`config.mk`:
```
export PLATFORM = sky130hd
export DESIGN_NAME = vend_controller
export DESIGN_NICKNAME = d
export VERILOG_FILES = /design/src/rtl/vend_controller.sv
export SDC_FILE = /design/constraint.sdc
export NUM_CORES = 1
export LEC_CHECK = 0
export ABC_AREA = 1
export CORE_MARGIN = 2
export CORE_UTILIZATION = 55
export DETAILED_ROUTE_END_ITERATION = 7
export HOLD_SLACK_MARGIN = 0.15
export PLACE_DENSITY_LB_ADDON = 0.1
export SYNTH_ARGS = -nofsm -noshare
export SYNTH_HDL_FRONTEND = slang
export SYNTH_SLANG_ARGS = --single-unit
```
`constraint.sdc`:
```
create_clock -name clock -period 5.4 [get_ports clock]
set_clock_uncertainty 0.15 [all_clocks]
set_input_delay 1.08 -clock clock [delete_from_list [all_inputs] [get_ports clock]]
set_output_delay 1.08 -clock clock [all_outputs]
set_load 0.03 [all_outputs]
```
`src/rtl/vend_controller.sv`:
```
// Multi-item vending controller: coin credit, per-item pricing, greedy change dispense.
// Optional AUTO_CHANGE_EN: leftover credit after a successful vend is returned automatically.
module vend_controller #(
    parameter int NUM_ITEMS = 4,
    parameter int SEL_W = 2,
    parameter int CREDIT_W = 16,
    parameter logic [NUM_ITEMS*CREDIT_W-1:0] PRICE_TABLE = {16'd50, 16'd125, 16'd75, 16'd100},
    parameter int NICKEL_VAL = 5,
    parameter int DIME_VAL = 10,
    parameter int QUARTER_VAL = 25,
    parameter int CREDIT_MAX = 995
) (
    input  logic                clock,
    input  logic                reset,
    input  logic                coin_nickel,
    input  logic                coin_dime,
    input  logic                coin_quarter,
    input  logic                buy,
    input  logic [SEL_W-1:0]    item_sel,
    input  logic                coin_return,
    input  logic                hopper_ready,
    output logic [CREDIT_W-1:0] credit,
    output logic                vend_valid,
    output logic [SEL_W-1:0]    vend_item,
    output logic                insufficient,
    output logic                coin_reject,
    output logic                disp_nickel,
    output logic                disp_dime,
    output logic                disp_quarter,
    output logic                busy
);
    localparam logic [CREDIT_W-1:0] NICKEL  = CREDIT_W'(NICKEL_VAL);
    localparam logic [CREDIT_W-1:0] DIME    = CREDIT_W'(DIME_VAL);
    localparam logic [CREDIT_W-1:0] QUARTER = CREDIT_W'(QUARTER_VAL);
    localparam logic [CREDIT_W:0]   CMAX    = (CREDIT_W+1)'(CREDIT_MAX);

    typedef enum logic {IDLE, CHANGE} state_t;

    state_t              state_q, state_d;
    logic [CREDIT_W-1:0] credit_q, credit_d;
    logic                vend_valid_q, vend_valid_d;
    logic [SEL_W-1:0]    vend_item_q, vend_item_d;
    logic                insufficient_q, insufficient_d;
    logic                coin_reject_q, coin_reject_d;

    logic [CREDIT_W-1:0] coin_sum, price, credit_after, coin_val;
    logic                any_coin, coin_fits, sel_ok, buy_ok, buy_fail, go_change;

    always_ff @(posedge clock) begin
        if (reset) begin
            state_q        <= IDLE;
            credit_q       <= '0;
            vend_valid_q   <= 1'b0;
            vend_item_q    <= '0;
            insufficient_q <= 1'b0;
            coin_reject_q  <= 1'b0;
        end else begin
            state_q        <= state_d;
            credit_q       <= credit_d;
            vend_valid_q   <= vend_valid_d;
            vend_item_q    <= vend_item_d;
            insufficient_q <= insufficient_d;
            coin_reject_q  <= coin_reject_d;
        end
    end

    always_comb begin
        state_d        = state_q;
        credit_d       = credit_q;
        vend_valid_d   = 1'b0;
        vend_item_d    = vend_item_q;
        insufficient_d = insufficient_q;
        coin_reject_d  = 1'b0;
        disp_nickel    = 1'b0;
        disp_dime      = 1'b0;
        disp_quarter   = 1'b0;
        coin_val       = '0;
        price          = '0;
        go_change      = 1'b0;

        any_coin = coin_nickel | coin_dime | coin_quarter;
        coin_sum = (coin_nickel ? NICKEL : '0) + (coin_dime ? DIME : '0)
                 + (coin_quarter ? QUARTER : '0);
        // Acceptance is judged on pre-cycle credit with one spare bit so it cannot wrap.
        coin_fits = ({1'b0, credit_q} + {1'b0, coin_sum}) <= CMAX;

        sel_ok = 32'(item_sel) < NUM_ITEMS;
        for (int i = 0; i < NUM_ITEMS; i++) begin
            if (32'(item_sel) == i) price = PRICE_TABLE[i*CREDIT_W +: CREDIT_W];
        end
        buy_ok   = buy && sel_ok && (credit_q >= price);
        buy_fail = buy && sel_ok && (credit_q < price);
        credit_after = credit_q - (buy_ok ? price : '0) + (coin_fits ? coin_sum : '0);

        case (state_q)
            IDLE: begin
                credit_d      = credit_after;
                coin_reject_d = any_coin && !coin_fits;
                if (any_coin && coin_fits) insufficient_d = 1'b0;
                if (buy_ok) begin
                    vend_valid_d   = 1'b1;
                    vend_item_d    = item_sel;
                    insufficient_d = 1'b0;
                end
                if (buy_fail) insufficient_d = 1'b1;
`ifdef AUTO_CHANGE_EN
                go_change = coin_return || buy_ok;
`else
                go_change = coin_return;
`endif
                if (go_change && credit_after >= NICKEL) begin
                    state_d        = CHANGE;
                    insufficient_d = 1'b0;
                end
            end
            CHANGE: begin
                coin_reject_d = any_coin;
                // Greedy pick is a pure function of held credit, so it stays put while the hopper stalls.
                if (credit_q >= QUARTER) begin
                    disp_quarter = 1'b1;
                    coin_val     = QUARTER;
                end else if (credit_q >= DIME) begin
                    disp_dime = 1'b1;
                    coin_val  = DIME;
                end else if (credit_q >= NICKEL) begin
                    disp_nickel = 1'b1;
                    coin_val    = NICKEL;
                end else begin
                    state_d = IDLE;
                end
                if (hopper_ready && coin_val != '0) begin
                    credit_d = credit_q - coin_val;
                    if (credit_d < NICKEL) state_d = IDLE;
                end
            end
            default: state_d = IDLE;
        endcase
    end

    assign credit       = credit_q;
    assign vend_valid   = vend_valid_q;
    assign vend_item    = vend_item_q;
    assign insufficient = insufficient_q;
    assign coin_reject  = coin_reject_q;
    assign busy         = (state_q == CHANGE);
endmodule

```
==> results.json <==
{
  "run_status": "finished, violations left",
  "violations_in_the_final_reports": "setup timing",
  "nFillCells": 537,
  "timing.max_cap.violations": 0,
  "post_synth_main_area_contributors": "sky130_fd_sc_hd__ha_1 (19%), sky130_fd_sc_hd__nand2_1 (18%), sky130_fd_sc_hd__dfxtp_1 (11%), sky130_fd_sc_hd__inv_1 (11%), sky130_fd_sc_hd__nand3_1 (6.5%)",
  "n_antenna_cell": 0,
  "cts-hold-fix-buffers": 0,
  "finalWorstPathRequiredPeriod_ns": 5.46,
  "design.core.area_sq_um": 7250,
  "timing_max_transition_violations_final": 0,
  "globalRouteMet1Util_pct": 41.1,
  "endpoint_kind": "flop",
  "grt_remaining_overflow": 0,
  "fp.dieH_microns": 90.4,
  "die_x_microns": 90.4,
  "dpl.hpwl_mm": 10.2,
  "net_count_final": 869,
  "initial_core_util_pct": 56.6,
  "synth_area_leader_cell": "sky130_fd_sc_hd__ha_1",
  "setup_slack_reg_to_reg_ns": 0.46,
  "via_per_inst": 5.44,
  "synth_edf_count": 0,
  "drive_above_1_share_pct": 28.1,
  "postSynthCellCount": 679,
  "critPathMaxStageDelay_ns": 0.49,
  "synth_fp_nets": 760,
  "crit_path_max_delay_cell_type": "sky130_fd_sc_hd__fa_1",
  "design.portCount": 35,
  "regToRegStartpoint": "credit[9]$_SDFFE_PP0P_",
  "syn_to_final_growth_pct": 39.4,
  "synthesis.area_per_instance_sq_um": 6.05,
  "clk_pin_slew_ns": 0.10,
  "cts_made_buffers": 3,
  "wire_length_of_the_first_global_routing_pass_mm": 20.9,
  "gr-usage-all-layers_pct": 31.3,
  "post-route-period-util_pct": 101,
  "yosysMostFrequentCell": "sky130_fd_sc_hd__nand2_1",
  "use_met2_pct": 56.0,
  "hold_slack_ns": 0.347,
  "htreeDepth": 1,
  "post_drt_wl_per_cell_microns": 15.3,
  "cp_data_required_time_ns": 5.47,
  "tritoncts_clock_tree": "yes",
  "hold_class": "flop to flop",
  "total_of_warnings_raised_by_yosys": 0,
  "grt_setup_unrepaired": "yes",
  "min-delay-start": "vend_item[0]$_SDFFE_PP0P_",
  "reg2regPathDepth": 30,
  "async_flop_share_pct": 0,
  "worst_skew_pair.late_latency_ns": 0.28,
  "placementRows": 31,
  "synth_top_cell_area_share_pct": 19.2,
  "ctsRootBufferMaster": "sky130_fd_sc_hd__clkbuf_8",
  "startpoint_type": "input pin",
  "finalWorstSetupSlack_ns": -0.0600,
  "ys_types": 40,
  "crit_path_max_fanout": 7,
  "max_slew.worst_pin.slew_ns": 0.802,
  "gr_met3_demand_resource_pct": 1.34,
  "yosys_register_bits": 22,
  "drt-pass1-iter-count": 7,
  "r2r-end": "insufficient$_SDFFE_PP0P_",
  "ant_nets": 0,
  "grt.busiest_layer": "met2",
  "holdPathStages": 2,
  "setup_viol": 1,
  "initialDrtViolationCount": 337,
  "timing.max_slew.rel_slack_pct": 46.5,
  "hold_end": "vend_item[0]$_SDFFE_PP0P_",
  "worst_ep_arrival_time_ns": 5.53,
  "design.die.area_sq_um": 8170,
  "pre_cts_ws_ns": -1.00,
  "finalWirelength_mm": 13.6,
  "detailroute.via_count": 4824,
  "clock_path_buffers": 2,
  "sink_count_of_the_clock_tree": 22,
  "vias_in_the_first_global_route": 4515,
  "antenna_found_initial": 0,
  "top_cell_types_by_occurrence_after_synthesis": "sky130_fd_sc_hd__nand2_1 (202), sky130_fd_sc_hd__inv_1 (117), sky130_fd_sc_hd__nor2_1 (66), sky130_fd_sc_hd__ha_1 (63), sky130_fd_sc_hd__nand3_1 (53)",
  "yosysSeqAreaShare_pct": 10.7,
  "timing.fmax_mhz": 183,
  "worst-setup-path-type": "input pin to flop",
  "grt_max_degree": 26,
  "post-route-drc-count": 0,
  "ys.flop_type": "sky130_fd_sc_hd__dfxtp_1",
  "post_synthesis_instance_area_sq_um": 4110,
  "place.gp.congestion": 1.00,
  "final-hold-violation-count": 0,
  "numPortBuffers": 34
}
## worst max-delay path: cells and delay by family
kind                       cells  cell delay (ns)
and+or+nand+nor               20             1.89
adders and majority gates      4             1.30
buffers and inverters          7             0.74
xor gates and xnor gates       3             0.50
## metrics by stage
| step | util (%) | cells | area, sq um | setup TNS (ns) |
|---|---|---|---|---|
| 2_1_floorplan | - | 679 | 4110 | 0 |
| 3_3_place_gp | 69.1 | 870 | 5010 | -9.14 |
| 3_5_place_dp | 69.1 | 870 | 5010 | -10.25 |
| 4_1_cts | 73.8 | 878 | 5350 | 0 |
| 5_1_grt | 78.9 | 886 | 5720 | -0.537 |
| 6_report | 78.9 | 886 | 5720 | -0.0600 |
## how the worst max path moves through the flow
| stage | startpoint | end | slack [ns] | cells past startpoint |
|---|---|---|---|---|
| 2_1_floorplan | coin_nickel | insufficient$_SDFFE_PP0P_ | 0.01 | 35 |
| 5_1_grt | coin_dime | insufficient$_SDFFE_PP0P_ | -0.30 | 35 |
| 6_report | coin_dime | insufficient$_SDFFE_PP0P_ | -0.06 | 34 |
| 3_5_place_dp | coin_quarter | insufficient$_SDFFE_PP0P_ | -1.00 | 32 |
| 3_3_place_gp | coin_quarter | insufficient$_SDFFE_PP0P_ | -0.91 | 35 |
| 4_1_cts | coin_quarter | insufficient$_SDFFE_PP0P_ | 0.002 | 35 |
## logic make-up after synthesis
family / count (synthesis) / share of synthesized area (%)
adder cells (fa/ha/maj): 71 / 23.1
AND/OR/NAND/NOR: 370 / 39.5
flip-flops: 22 / 10.7
buffers and inverters: 132 / 12.8
multiplexers: 1 / 0.244
XOR/XNOR: 20 / 4.27
AO/OA/AOI/OAI: 63 / 9.36
## metal layers
layer  vias to the layer above  part of all wire, %
li1                       2352                    -
met1                      2227                   43
met2                       204                   48
met3                        41                  6.5
met4                         0                  3.1
met5                         -                    0
## placed cells by master (no fill, tap or decap), types with 10 or more instances in the layout
master                            synthesis  routed
sky130_fd_sc_hd__inv_1                  117     109
sky130_fd_sc_hd__ha_4                     0      15
sky130_fd_sc_hd__inv_2                    5      12
sky130_fd_sc_hd__buf_4                    4      75
sky130_fd_sc_hd__nand2_4                  1      10
sky130_fd_sc_hd__clkdlybuf4s50_1          0      31
sky130_fd_sc_hd__nand3_1                 53      40
sky130_fd_sc_hd__o21ai_0                 20      18
sky130_fd_sc_hd__nand2_2                  8      38
sky130_fd_sc_hd__xor2_1                  13      10
sky130_fd_sc_hd__dfxtp_1                 22      22
sky130_fd_sc_hd__nand2_1                202     163
sky130_fd_sc_hd__a21oi_1                 20      17
sky130_fd_sc_hd__nor2_1                  66      62
sky130_fd_sc_hd__ha_1                    63      47
sky130_fd_sc_hd__nand3_2                  5      15
## state kept, by name (all words and copies together), names as in the netlist
signal and flops:
vend_item 2, vend_valid 1, coin_reject 1, busy 1
credit 16, insufficient 1
## repair_timing
| item | 4_1_cts | 5_1_grt |
|---|---|---|
| resized for setup | 67 | 72 |
| pin swaps | 31 | 45 |
| endpoints found under the setup margin | 15 | 9 |
| setup buffers | 4 | 8 |
## layout make-up
cell class / count / area [sq um] / area share [%]
tap: 99 / 124 / 2.16
inverter: 123 / 464 / 8.11
timing repair buffer: 113 / 950 / 16.6
multi-input combinational: 525 / 3690 / 64.5
clock buffer: 4 / 55.1 / 0.962
sequential: 22 / 440 / 7.69
Power is left out: the tool's default activity adds up to more than one toggle a clock period on the data nets, which glitch-free logic cannot reach.
